### src/rtl/tile_number_renderer.sv
// Renders the decimal value of one 2048 tile as font-ROM glyph pixels.
// Optional feature macro: TNR_LEADING_ZERO_EN (always draw five digits, leading zeros included).
module tile_number_renderer #(
  parameter int TILE_W  = 128,
  parameter int TILE_H  = 128,
  parameter int GLYPH_W = 16,
  parameter int GLYPH_H = 32
) (
  input  logic        clk,
  input  logic        rst,
  input  logic        frame_start,
  input  logic [3:0]  tile_exp,
  input  logic        pix_valid,
  input  logic [6:0]  tile_x,
  input  logic [6:0]  tile_y,
  output logic [3:0]  font_number,
  output logic [11:0] font_v_cnt,
  input  logic [15:0] font_row,
  output logic        busy,
  output logic        pixel_on,
  output logic        pixel_valid
);

  localparam int TY = (TILE_H - GLYPH_H) / 2;
  localparam int CW = $clog2(GLYPH_W);

  typedef enum logic [1:0] {
    S_IDLE,
    S_SHIFT,
    S_COMMIT
  } state_t;

  state_t      state_reg, state_next;
  logic [3:0]  cnt_reg, cnt_next;
  logic [19:0] bcd_reg, bcd_next;
  logic [15:0] bin_reg, bin_next;
  logic        zero_reg, zero_next;
  logic [19:0] bcd_adj;
  logic        commit;
  logic [2:0]  ndig_calc;

  logic [19:0] disp_bcd_reg;
  logic [2:0]  ndig_reg;

  // Double-dabble correction: every BCD nibble >= 5 gets +3 before the shift.
  genvar gi;
  generate
    for (gi = 0; gi < 5; gi++) begin : g_adj
      assign bcd_adj[gi*4 +: 4] = (bcd_reg[gi*4 +: 4] >= 4'd5) ?
                                  bcd_reg[gi*4 +: 4] + 4'd3 : bcd_reg[gi*4 +: 4];
    end
  endgenerate

  always_ff @(posedge clk or posedge rst) begin
    if (rst) begin
      state_reg <= S_IDLE;
      cnt_reg   <= 4'd0;
      bcd_reg   <= 20'd0;
      bin_reg   <= 16'd0;
      zero_reg  <= 1'b0;
    end else begin
      state_reg <= state_next;
      cnt_reg   <= cnt_next;
      bcd_reg   <= bcd_next;
      bin_reg   <= bin_next;
      zero_reg  <= zero_next;
    end
  end

  always_comb begin
    state_next = state_reg;
    cnt_next   = cnt_reg;
    bcd_next   = bcd_reg;
    bin_next   = bin_reg;
    zero_next  = zero_reg;
    commit     = 1'b0;
    case (state_reg)
      S_IDLE: begin
        if (frame_start) begin
          state_next = S_SHIFT;
          cnt_next   = 4'd15;
          bcd_next   = 20'd0;
          bin_next   = (tile_exp == 4'd0) ? 16'd0 : (16'd1 << tile_exp);
          zero_next  = (tile_exp == 4'd0);
        end
      end
      S_SHIFT: begin
        {bcd_next, bin_next} = {bcd_adj, bin_reg} << 1;
        cnt_next = cnt_reg - 4'd1;
        if (cnt_reg == 4'd0) begin
          state_next = S_COMMIT;
        end
      end
      S_COMMIT: begin
        commit     = 1'b1;
        state_next = S_IDLE;
      end
      default: state_next = S_IDLE;
    endcase
  end

  assign busy = (state_reg != S_IDLE);

  // Digit count from the finished shadow BCD: position of the highest non-zero nibble.
  always_comb begin
    ndig_calc = 3'd0;
`ifdef TNR_LEADING_ZERO_EN
    ndig_calc = 3'd5;
`else
    for (int i = 0; i < 5; i++) begin
      if (bcd_reg[i*4 +: 4] != 4'd0) begin
        ndig_calc = 3'(i + 1);
      end
    end
`endif
    if (zero_reg) begin
      ndig_calc = 3'd0;
    end
  end

  always_ff @(posedge clk or posedge rst) begin
    if (rst) begin
      disp_bcd_reg <= 20'd0;
      ndig_reg     <= 3'd0;
    end else if (commit) begin
      disp_bcd_reg <= bcd_reg;
      ndig_reg     <= ndig_calc;
    end
  end

  // Pixel address decode against the centred text box.
  logic [10:0] text_w, x0, px, py, rel_x;
  logic [4:0]  v_line;
  logic [2:0]  k, sel;
  logic [3:0]  sel_digit;
  logic        hit;

  always_comb begin
    text_w = {8'd0, ndig_reg} * 11'(GLYPH_W);
    x0     = (11'(TILE_W) - text_w) >> 1;
    px     = {4'd0, tile_x};
    py     = {4'd0, tile_y};
    rel_x  = px - x0;
    v_line = 5'(py - 11'(TY));
    k      = rel_x[CW +: 3];
    sel    = ndig_reg - 3'd1 - k;
    hit    = pix_valid && (ndig_reg != 3'd0) &&
             (py >= 11'(TY)) && (py < 11'(TY + GLYPH_H)) &&
             (px >= x0) && (rel_x < text_w);
  end

  always_comb begin
    sel_digit = 4'd0;
    case (sel)
      3'd0: sel_digit = disp_bcd_reg[3:0];
      3'd1: sel_digit = disp_bcd_reg[7:4];
      3'd2: sel_digit = disp_bcd_reg[11:8];
      3'd3: sel_digit = disp_bcd_reg[15:12];
      3'd4: sel_digit = disp_bcd_reg[19:16];
      default: sel_digit = 4'd0;
    endcase
  end

  logic [3:0] col_a_reg, col_b_reg;
  logic       hit_a_reg, hit_b_reg;
  logic       valid_a_reg, valid_b_reg;

  // Three fixed stages: address to ROM, ROM latency, bit select.
  always_ff @(posedge clk or posedge rst) begin
    if (rst) begin
      font_number <= 4'd0;
      font_v_cnt  <= 12'd0;
      col_a_reg   <= 4'd0;
      hit_a_reg   <= 1'b0;
      valid_a_reg <= 1'b0;
      col_b_reg   <= 4'd0;
      hit_b_reg   <= 1'b0;
      valid_b_reg <= 1'b0;
      pixel_on    <= 1'b0;
      pixel_valid <= 1'b0;
    end else begin
      font_number <= hit ? sel_digit : 4'd0;
      font_v_cnt  <= hit ? {7'd0, v_line} : 12'd0;
      col_a_reg   <= hit ? rel_x[3:0] : 4'd0;
      hit_a_reg   <= hit;
      valid_a_reg <= pix_valid;
      col_b_reg   <= col_a_reg;
      hit_b_reg   <= hit_a_reg;
      valid_b_reg <= valid_a_reg;
      pixel_on    <= hit_b_reg & font_row[4'd15 - col_b_reg];
      pixel_valid <= valid_b_reg;
    end
  end

endmodule
### config.mk
export PLATFORM = sky130hd
export DESIGN_NAME = tile_number_renderer
export DESIGN_NICKNAME = d
export VERILOG_FILES = /design/src/rtl/tile_number_renderer.sv
export SDC_FILE = /design/constraint.sdc
export NUM_CORES = 1
export LEC_CHECK = 0
export CAP_MARGIN = 20
export CORE_MARGIN = 1
export CORE_UTILIZATION = 40
export CTS_CLUSTER_DIAMETER = 50
export DETAILED_ROUTE_END_ITERATION = 10
export PLACE_DENSITY_LB_ADDON = 0.08
export SLEW_MARGIN = 15
export SYNTH_ARGS = -nofsm -noshare
export SYNTH_HDL_FRONTEND = slang
export SYNTH_SLANG_ARGS = --single-unit
### constraint.sdc
create_clock -name clk -period 4.3 [get_ports clk]
set_input_delay 0.645 -clock clk [delete_from_list [all_inputs] [get_ports clk]]
set_output_delay 0.645 -clock clk [all_outputs]
set_load 0.01 [all_outputs]
==> flow_metrics.py, run 1 <==
metrics = {
    "run_status": {
        "status": "finished clean",
    },
    "worst_hold_path": {
        "hold_path_depth": 0,
        "hold_path_startpoint": "hit_a_reg",
        "hp-class": "reg -> reg",
    },
    "worst_setup_path": {
        "crit_path_max_fanout": 5,
        "slowest_delay_ns": 0.45,
        "end_kind": "flop",
        "required_ns": 4.54,
        "crit_path_start": "ndig_reg[0]",
        "critPathTopFamily": "adder cells",
        "arrival_ns": 3.78,
        "setup.worst_path.start_class": "flop",
        "cpMostUsedCell": "ha_1",
        "path_cells": "inv_1 -> ha_1 -> ha_1 -> inv_1 -> ha_1 -> a21oi_1 -> nand2_1 -> fa_1 -> ha_1 -> xor2_1 -> mux2_2 -> a22oi_1 -> nor2_1",
        "cp.depth": 13,
        "path_buf_inv": 2,
        "cp_slowest_cell": "fa_1",
        "r2r-start": "ndig_reg[0]",
        "r2r_cells": 13,
        "critPathKind": "reg -> reg",
    },
    "place": {
        "numPortBuffers": 49,
        "place.gp.congestion": 0.801,
        "placed_cells": 560,
        "place_ws_ns": 0.659,
        "hpwl_um": 6120,
    },
    "grt": {
        "grt-ovfl-total": 0,
        "antenna_found_initial": 0,
        "grt_first_pass_wirelength_um": 14800,
        "track_usage": 0.169,
        "grt_max_degree": 36,
        "grt_pass1_vias": 2954,
    },
    "timing": {
        "max_slew_margin": 0.391,
        "finalSetupViolCount": 0,
        "tns_ns": 0,
        "fin_skew_ns": 0.00957,
        "grt_setup_unrepaired": "false",
        "min_period_ns": 3.54,
        "timing.fmax_mhz": 282,
        "fin_crit_sh": 0.823,
        "worst_slew_pin_slew_ns": 0.914,
        "slew_violations": 0,
        "hold_violations": 0,
        "setup_ws_ns": 0.759,
    },
    "yosys": {
        "synth_cell_type_count": 47,
        "synth_area_um2": 4330,
        "yosysWarnings": 0,
        "ys_ff_latch": 89,
        "async_flop_share": 1.00,
        "postSynthCellCount": 387,
        "synth_ff_type": "dfrtp_1",
        "ys_seq_area_frac": 0.514,
        "synth_edf_count": 0,
        "syn_avg_cell_area_um2": 11.2,
    },
    "power_and_ir_drop": {
        "cellPowerDensity_nw_per_um2": 644,
        "ir_drop_uv": 323,
        "power_leakage_nw": 2.28,
    },
    "clocking": {
        "cts_tree": "built",
        "cts.htree.levels": 3,
        "cts_resized": 0,
        "postCtsSetupBuffers": 0,
        "clockRootBuffer": "clkbuf_8",
        "insertion_delay_ns": 0.36,
        "hold_buffers": 0,
        "clkTransAtPathRegs_ns": 0.08,
        "clkSinkCount": 89,
        "cts_buffers": 9,
        "clock_path_buffers": 2,
    },
    "route": {
        "drt-initial-drc-count": 99,
        "antenna_left": 0,
        "finalWirelength_um": 8630,
        "vias_per_cell": 5.21,
        "wl_per_cell_um": 15.0,
        "drc": 0,
        "via_count": 3001,
        "drt_first_pass_iters": 4,
    },
    "floorplanning": {
        "core_um2": 10400,
        "io_pins": 57,
        "die_width_um": 106,
        "die-area_um2": 11300,
        "dieHeight_um": 106,
        "start_util": 0.416,
        "fp-row-count": 37,
    },
    "finish": {
        "drive_gt1_frac": 0.107,
        "instances_no_fill": 576,
        "fin_nets": 496,
        "layout_common_cells": "89 x dfrtp_1, 49 x clkdlybuf4s50_1, 35 x o21ai_0",
        "layout_commonest_cell": "dfrtp_1",
        "fillCellCount": 968,
        "num_antenna_cells": 0,
        "syn_to_final_growth_pct": 19.5,
    },
    "flow_run": {
        "cap_violations": 0,
    },
}
[layer usage]
metal	track usage	up-vias	wire length, µm	part of all wire
met5	0	-	0	0
met4	0.0615	0	119	0.014
met3	0.0331	11	348	0.040
met2	0.266	58	4030	0.47
met1	0.232	1468	4140	0.48
li1	-	1464	-	-
[power breakdown]
| part | internal [mW] | switching, mW | total [mW] |
|---|---|---|---|
| clock | 0.387 | 0.302 | 0.689 |
| sequential | 1.04 | 0.173 | 1.21 |
| combinational | 0.642 | 0.792 | 1.43 |
[worst register-to-register path: cells and delay by family (launching register included)]
kind	cells	cell delay, ns
buf+inv	2	0.12
compound gates	2	0.42
mux	1	0.39
fa+ha+maj	5	1.60
simple gates	2	0.16
xor+xnor	1	0.34
flops	1	0.41
[area by class of cell]
| type | instances | area, µm² | share of cell area |
|---|---|---|---|
| clock buffer | 9 | 124 | 0.0239 |
| sequential | 89 | 2230 | 0.430 |
| clock inverter | 7 | 118 | 0.0227 |
| inverter | 26 | 101 | 0.0196 |
| multi-input combinational | 255 | 1910 | 0.369 |
| tap | 136 | 170 | 0.0329 |
| timing repair buffer | 54 | 528 | 0.102 |
[through the flow]
step	util	hold slack [ns]	power (mW)	cell area, µm²
after floorplan	-	0.331	2.33	4360
after global placement	0.474	0.334	2.65	4940
after CTS	0.497	0.354	3.38	5180
after global routing	0.497	0.363	3.61	5180
final	0.497	0.350	3.34	5180
after detailed placement	0.474	0.335	2.68	4940
[Yosys cell counts, types with 3 or more instances]
cell / instances / area [µm²]
a21oi_1: 12 / 60.1
a22o_1: 6 / 52.6
a22oi_1: 17 / 128
a31oi_1: 3 / 18.8
a32o_1: 5 / 50.1
and2_1: 9 / 56.3
buf_2: 8 / 40.0
buf_4: 7 / 52.6
clkbuf_1: 7 / 26.3
dfrtp_1: 89 / 2230
fa_1: 3 / 60.1
ha_1: 20 / 250
inv_1: 25 / 93.8
mux2_2: 13 / 146
mux2i_1: 8 / 80.1
mux4_2: 5 / 113
nand2_1: 27 / 101
nand2b_1: 12 / 75.1
nand3_1: 7 / 35.0
nand3b_1: 5 / 37.5
nor2_1: 9 / 33.8
nor3b_1: 7 / 52.6
o21ai_0: 35 / 175
o22ai_1: 10 / 62.6
o31ai_1: 6 / 45.0
xnor2_1: 7 / 61.3
[cells by family after synthesis]
kind of cell | Yosys count | share of synthesized area
flip-flops | 89 | 0.514
multiplexers | 26 | 0.0782
XOR/XNOR | 9 | 0.0182
AO/OA/AOI/OAI | 104 | 0.161
AND/OR/NAND/NOR | 86 | 0.105
adder cells (fa/ha/maj) | 23 | 0.0716
buffers and inverters | 49 | 0.0514
other | 1 | 0.000865
[path summary, 6_finish.rpt]
check                                 end  slack (ns)
max                        font_number[2]        0.76
min                             hit_b_reg        0.35
max reg2reg                font_number[2]        0.76
min reg2reg                     hit_b_reg        0.35
max in group asynchronous     bcd_reg[17]        2.86
min in group asynchronous     bin_reg[10]        0.64
(Power assumes the default switching activity.)
==> run 2, diff against run 1 <==
==> constraint.sdc (replaced) <==
create_clock -name clk -period 3.7 [get_ports clk]
set_input_delay 0.555 -clock clk [delete_from_list [all_inputs] [get_ports clk]]
set_output_delay 0.555 -clock clk [all_outputs]
set_load 0.01 [all_outputs]
==> run 2 against run 1 <==
Worst setup slack got worse by 0.42 ns. Sequential power rose by 17%. Die area did not move.
==> flow_metrics.py, run 2 (synthesis results as in run 1) <==
metrics = {
    "route": {
        "drt_first_pass_iters": 5,
        "via_count": 2968,
        "finalWirelength_um": 8770,
        "vias_per_cell": 5.15,
        "drc": 0,
        "wl_per_cell_um": 15.2,
        "antenna_left": 0,
        "drt-initial-drc-count": 149,
    },
    "worst_setup_path": {
        "end_kind": "flop",
        "setup.worst_path.start_class": "flop",
        "crit_path_max_fanout": 4,
        "required_ns": 3.93,
        "critPathKind": "reg -> reg",
        "arrival_ns": 3.60,
    },
    "finish": {
        "syn_to_final_growth_pct": 18.7,
        "layout_common_cells": "89 x dfrtp_1, 49 x clkdlybuf4s50_1, 35 x o21ai_0",
        "layout_commonest_cell": "dfrtp_1",
        "drive_gt1_frac": 0.105,
        "fin_nets": 496,
        "final_core_util": 0.494,
        "num_antenna_cells": 0,
        "instances_no_fill": 576,
    },
    "clocking": {
        "clockRootBuffer": "clkbuf_8",
        "insertion_delay_ns": 0.36,
        "cts_buffers": 9,
        "cts.htree.levels": 3,
        "clkTransAtPathRegs_ns": 0.08,
        "clkSinkCount": 89,
        "postCtsSetupBuffers": 0,
        "clock_path_buffers": 2,
        "hold_buffers": 0,
        "cts_resized": 0,
        "cts_tree": "built",
    },
    "place": {
        "hpwl_um": 6190,
        "placed_cells": 560,
        "numPortBuffers": 49,
        "place_ws_ns": 0.322,
        "place.gp.congestion": 0.773,
    },
    "grt": {
        "grt-ovfl-total": 0,
        "grt_max_degree": 51,
        "grt_first_pass_wirelength_um": 15400,
        "antenna_found_initial": 0,
        "track_usage": 0.176,
        "grt_pass1_vias": 3110,
    },
    "run_status": {
        "status": "finished clean",
    },
    "timing": {
        "slew_violations": 0,
        "tns_ns": 0,
        "worst_slew_pin_slew_ns": 0.941,
        "grt_setup_unrepaired": "false",
        "hold_violations": 0,
        "setup_ws_ns": 0.334,
        "finalSetupViolCount": 0,
        "min_period_ns": 3.37,
        "max_slew_margin": 0.373,
        "fin_skew_ns": 0.0106,
        "fin_crit_sh": 0.910,
        "timing.fmax_mhz": 297,
    },
    "worst_hold_path": {
        "hp-class": "reg -> reg",
    },
    "floorplanning": {
        "die_width_um": 106,
        "fp-row-count": 37,
        "dieHeight_um": 106,
        "core_um2": 10400,
        "die-area_um2": 11300,
        "start_util": 0.416,
        "io_pins": 57,
    },
    "power_and_ir_drop": {
        "ir_drop_uv": 286,
        "power_leakage_nw": 2.25,
        "cellPowerDensity_nw_per_um2": 737,
    },
    "flow_run": {
        "cap_violations": 0,
    },
}
-- run 2: changes by cell type in the layout (fill, tap and decap cells not counted) --
cell	before	now
buf_12	0	1
buf_4	5	4
bufinv_16	3	1
clkbuf_1	0	1
clkbuf_8	9	10
clkinv_4	1	0
clkinvlp_4	0	2
inv_6	1	0
-- run 2: critical path, cell delays in order (launching register included) --
cell and delay (ns):
dfrtp_1 0.40, inv_1 0.07, ha_1 0.20, ha_1 0.27
inv_1 0.04, ha_1 0.32, a21oi_1 0.25, nand2_1 0.10
fa_1 0.45, ha_1 0.33, xor2_1 0.23, mux2_2 0.36
a22oi_1 0.18, nor2_1 0.06
-- run 2: power breakdown --
| part | switching, mW | total [mW] | internal [mW] |
|---|---|---|---|
| sequential | 0.209 | 1.42 | 1.21 |
| clock | 0.334 | 0.662 | 0.329 |
| combinational | 0.934 | 1.71 | 0.776 |
| total | 1.48 | 3.79 | 2.31 |
-- run 2: routing by layer --
metal / vias to the layer above / wire length (µm) / global-route usage
li1: 1466 / - / -
met1: 1430 / 4260 / 0.237
met2: 62 / 4020 / 0.280
met3: 10 / 349 / 0.0313
met4: 0 / 139 / 0.0764
met5: - / 0 / 0
-- run 2: final cells by class --
| type | instances | area, µm² |
|---|---|---|
| fillers | 968 | 5270 |
| flip-flops and latches | 89 | 2230 |
| multi-input cells | 255 | 1910 |
| clock buffers | 11 | 141 |
| repair buffers | 54 | 541 |
| well taps | 136 | 170 |
| inverters | 26 | 101 |
| clock inverters | 5 | 55.1 |
-- run 2: final timing paths --
| kind | from | end | slack [ns] | cells after the start |
|---|---|---|---|---|
| worst max-delay path | ndig_reg[0] | font_number[2] | 0.33 | 13 |
| worst min-delay path | col_a_reg[2] | col_b_reg[2] | 0.35 | 0 |
| worst max register to register | ndig_reg[0] | font_number[2] | 0.33 | 13 |
| worst min register to register | col_a_reg[2] | col_b_reg[2] | 0.35 | 0 |
| max in group asynchronous | rst | bcd_reg[9] | 2.41 | 3 |
| min in group asynchronous | rst | font_v_cnt[0] | 0.61 | 2 |
-- run 2: per-stage QoR --
stage / hold slack, ns / instance area [µm²] / total power [mW]
finish: 0.352 / 5140 / 3.79
global route: 0.359 / 5140 / 4.13
CTS: 0.354 / 5140 / 3.83
detailed placement: 0.335 / 4950 / 3.15
global placement: 0.332 / 4950 / 3.11
floorplan: 0.331 / 4360 / 2.70
==> run 3, diff against run 2 <==
--- a/config.mk
+++ b/config.mk
@@ -10,7 +10,7 @@
 export CORE_UTILIZATION = 40
 export CTS_CLUSTER_DIAMETER = 50
 export DETAILED_ROUTE_END_ITERATION = 10
-export PLACE_DENSITY_LB_ADDON = 0.08
+export PLACE_DENSITY = 0.64
 export SLEW_MARGIN = 15
 export SYNTH_ARGS = -nofsm -noshare
 export SYNTH_HDL_FRONTEND = slang
==> constraint.sdc (replaced) <==
create_clock -name clk -period 3.8 [get_ports clk]
set_input_delay 0.57 -clock clk [delete_from_list [all_inputs] [get_ports clk]]
set_output_delay 0.57 -clock clk [all_outputs]
set_load 0.01 [all_outputs]
==> run 3 against run 2 <==
Wire length down 7.3%. Final cell count fell by 0.17%. Register-to-register slack got worse by 0.05 ns. Critical path depth unchanged. Sequential cell count is the same. Global-route usage down 1.6 points. Hold slack gained 0.0015 ns. Largest cell class unchanged. Highest routed layer unchanged.
==> flow_metrics.py, run 3 (synthesis results as in run 1) <==
metrics = {
    "worst_setup_path": {
        "arrival_ns": 3.75,
        "crit_path_max_fanout": 5,
        "path_buf_inv": 2,
        "critPathTopFamily": "adder cells",
        "cpMostUsedCell": "ha_1",
        "setup.worst_path.start_class": "flop",
        "required_ns": 4.03,
        "critPathKind": "reg -> reg",
        "cp_slowest_cell": "fa_1",
        "end_kind": "flop",
        "path_cells": "inv_1 -> ha_1 -> ha_1 -> inv_1 -> ha_1 -> a21oi_1 -> nand2_1 -> fa_1 -> ha_1 -> xor2_1 -> mux2_2 -> a22oi_1 -> nor2_1",
        "slowest_delay_ns": 0.44,
    },
    "timing": {
        "min_period_ns": 3.51,
        "tns_ns": 0,
        "fin_skew_ns": 0.00623,
        "max_slew_margin": 0.388,
        "timing.fmax_mhz": 285,
        "finalSetupViolCount": 0,
        "slew_violations": 0,
        "fin_crit_sh": 0.925,
        "worst_slew_pin_slew_ns": 0.917,
        "hold_violations": 0,
        "grt_setup_unrepaired": "false",
        "setup_ws_ns": 0.285,
    },
    "grt": {
        "grtUsageMet2": 0.273,
        "grt_max_degree": 53,
        "grt-ovfl-total": 0,
        "use_met3": 0.0313,
        "antenna_found_initial": 0,
        "grt_first_pass_wirelength_um": 14400,
        "grt_pass1_vias": 3058,
        "grt_busiest_layer": "met2",
        "grtUsageMet1": 0.206,
        "track_usage": 0.160,
    },
    "floorplanning": {
        "fp-row-count": 37,
        "core_um2": 10400,
        "die-area_um2": 11300,
        "die_width_um": 106,
        "dieHeight_um": 106,
        "io_pins": 57,
        "start_util": 0.416,
    },
    "clocking": {
        "postCtsSetupBuffers": 0,
        "clockRootBuffer": "clkbuf_8",
        "insertion_delay_ns": 0.35,
        "cts_buffers": 9,
        "cts.htree.levels": 3,
        "clkTransAtPathRegs_ns": 0.09,
        "hold_buffers": 0,
        "cts_resized": 0,
        "cts_tree": "built",
        "clock_path_buffers": 2,
        "clkSinkCount": 89,
    },
    "run_status": {
        "status": "finished clean",
    },
    "place": {
        "numPortBuffers": 49,
        "hpwl_um": 5950,
        "place_ws_ns": 0.302,
        "place.gp.congestion": 0.769,
        "placed_cells": 559,
        "placed_area_um2": 4940,
    },
    "power_and_ir_drop": {
        "power_leakage_nw": 2.25,
        "ir_drop_uv": 523,
        "power.total_mw": 3.64,
        "cellPowerDensity_nw_per_um2": 707,
    },
    "finish": {
        "stdcell_area_um2": 5140,
        "fin_nets": 495,
        "layout_common_cells": "89 x dfrtp_1, 49 x clkdlybuf4s50_1, 35 x o21ai_0",
        "instances_no_fill": 575,
        "num_antenna_cells": 0,
        "syn_to_final_growth_pct": 18.6,
        "layout_commonest_cell": "dfrtp_1",
        "drive_gt1_frac": 0.105,
    },
    "flow_run": {
        "cap_violations": 0,
    },
    "route": {
        "drt_first_pass_iters": 4,
        "via_count": 3000,
        "finalWirelength_um": 8140,
        "antenna_left": 0,
        "drt-initial-drc-count": 109,
        "drc": 0,
        "vias_per_cell": 5.22,
        "wl_per_cell_um": 14.1,
    },
    "worst_hold_path": {
        "hp-class": "reg -> reg",
    },
}
-- run 3: final timing paths --
check,start,endpoint,slack (ns),depth (start not counted)
worst min register to register,valid_a_reg,valid_b_reg,0.35,0
worst max register to register,ndig_reg[0],font_number[2],0.29,13
worst min-delay path,valid_a_reg,valid_b_reg,0.35,0
worst max-delay path,ndig_reg[0],font_number[2],0.29,13
max in group asynchronous,rst,font_number[0],2.42,3
min in group asynchronous,rst,cnt_reg[1],0.69,2
-- run 3: layout make-up --
cell class,instances,area (µm²)
well taps,136,170
fillers,940,5280
flip-flops and latches,89,2230
multi-input cells,255,1910
clock buffers,9,124
inverters,26,101
repair buffers,53,533
clock inverters,7,76.3
-- run 3: routing by layer --
metal,vias to the layer above,share of wire
li1,1469,-
met1,1470,0.47
met2,53,0.49
met3,8,0.034
met4,0,0.011
met5,-,0
-- run 3: through the flow --
stage	hold WS, ns	util
after floorplan	0.331	-
after global placement	0.333	0.474
after detailed placement	0.336	0.474
after CTS	0.356	0.494
after global routing	0.362	0.494
final	0.354	0.494
-- run 3: power by group --
| part | internal, mW | switching (mW) |
|---|---|---|
| Combinational | 0.729 | 0.886 |
| Clock | 0.310 | 0.345 |
| Sequential | 1.18 | 0.190 |
| Total | 2.22 | 1.42 |
-- run 3: worst reg2reg max path: cells and delay by family, from the launching register on --
kind	cells	cell delay [ns]
AOI/OAI and AO/OA	2	0.39
buffers and inverters	2	0.12
xor gates and xnor gates	1	0.35
muxes	1	0.39
adders and majority gates	5	1.57
DFF	1	0.42
and+or+nand+nor	2	0.15
==> RTL edit, RTL diff (flow settings as in run 3) <==
Change the parameter `GLYPH_W` from 16 to 8.
--- a/src/rtl/tile_number_renderer.sv
+++ b/src/rtl/tile_number_renderer.sv
@@ -5,3 +5,3 @@
   parameter int TILE_H  = 128,
-  parameter int GLYPH_W = 16,
+  parameter int GLYPH_W = 8,
   parameter int GLYPH_H = 32
Behaviour: no difference found for any inputs over 10 cycles, from zero or initial values and one cycle with rst high; that may be too few to reach the edited logic, so the function may still have changed.
==> RTL edit against run 3 <==
Die area rose by 0.71%. Maximum frequency fell by 0.26%. Cell area rose by 0.90%. Area after synthesis rose by 0.72%. Power rose by 4.3%. Sequential cell count did not move. Wire length rose by 12%. Setup slack got worse by 0.0092 ns. Non-clock buffer count rose by 2. Final cell count rose by 1.9%. Sequential share of layout area fell by 0.39 points.
==> RTL edit: results (changes against run 3) <==
status -> finished clean
non-clk buf share -> 0.106 (+0.00197)
nonclk inv count -> 25 (-3.8%)
multi-input gates -> 265 (+3.9%)
HP Start -> col_a_reg[2]
mean post-synth cell area -> 11.0 µm² (-1.6%)
drt wl/cell -> 15.6 µm (+10%)
first-pass GRT wire length -> 15200 µm (+6.2%)
share of layout cells above drive strength 1 -> 0.0844 (-0.0203)
number of DRC markers in iteration 0 -> 84 (-23%)
GPL Wtd Cong -> 0.783 (+1.9%)
final cycle utilization of the critical path -> 0.927 (+0.00243)
nonclk buf count -> 55 (+3.8%)
vias in the first global route -> 3071 (+0.43%)
CP delay by family, top -> adder cells
Ys Warns -> 0 (unchanged)
Lkg Pwr -> 2.34 nW (+4.0%)
post-synthesis mux area share -> 0.0762 (-0.00199)
Area contributors post-synth -> dfrtp_1, ha_1, o21ai_0, mux2i_1, a22oi_1
maximum number of pins on one net before global-route repair -> 90 (+70%)
Hold EP -> col_b_reg[2]
fill count -> 1001 (+6.5%)
Placed Area -> 4990 µm² (+0.99%)
DP HPWL -> 6600 µm (+11%)
Worst Path Arrival -> 3.77 ns (+0.02 ns)
nets -> 506 (+2.2%)
total track usage -> 0.172 (+0.0121)
Fin Hold WS -> 0.354 ns (+0.000605 ns)
Worst-Margin Slew -> 0.743 ns (-0.175 ns)
Synth Area in XOR/XNOR -> 0.0158 (-0.00242)
synth unique cells -> 45 (-4.3%)
Multi-input gate area -> 1950 µm² (+2.1%)
Clock buf/inv share -> 0.0381 (-0.000830)
placed insts -> 570 (+2.0%)
Synth Area in Compound Gates -> 0.170 (+0.00917)
Peak VDD IR -> 0.313 mV (-40%)
H-tree Lvls -> 3 (unchanged)
critical path's slowest cell -> dfrtp_1
clk_skew -> 0.00974 ns (+0.00350 ns)
Setup WS pre-CTS -> 0.0996 ns (-0.203 ns)
Worst path max stage delay -> 0.45 ns
Post-synth top cells -> dfrtp_1, o21ai_0, inv_1
r2r endpoint -> font_number[0]
final WL -> 9130 µm (+12%)
## RTL edit: cell count changes after synthesis, moves of 3 or more
cell / delta
nor2b_1: +6
mux2i_1: +5
a221o_1: +4
and3_1: +4
mux2_1: +4
nand2_1: -4
o21ai_0: +4
clkbuf_1: +3
mux2_2: -3
mux4_2: -3
nand3b_1: -3
## RTL edit: stage by stage
| step | total power, W | util |
|---|---|---|
| after floorplan | 0.00269 | - |
| after global placement | 0.00309 | 0.477 |
| after detailed placement | 0.00316 | 0.477 |
| after CTS | 0.00382 | 0.496 |
| after global routing | 0.00411 | 0.496 |
| final | 0.00379 | 0.496 |
## RTL edit: power by group
part	total, W	switching (W)	internal [W]
registers	0.00138	0.000198	0.00118
logic	0.00177	0.000971	0.000799
clock network	0.000645	0.000321	0.000324
total	0.00379	0.00149	0.00230
## RTL edit: layer usage
metal  wire length (µm)  part of all wire  global-route usage
met1               4330              0.47               0.225
met2               4200              0.46               0.280
met3                433             0.047              0.0411
met4                166             0.018              0.0587
met5                  0                 0                   0
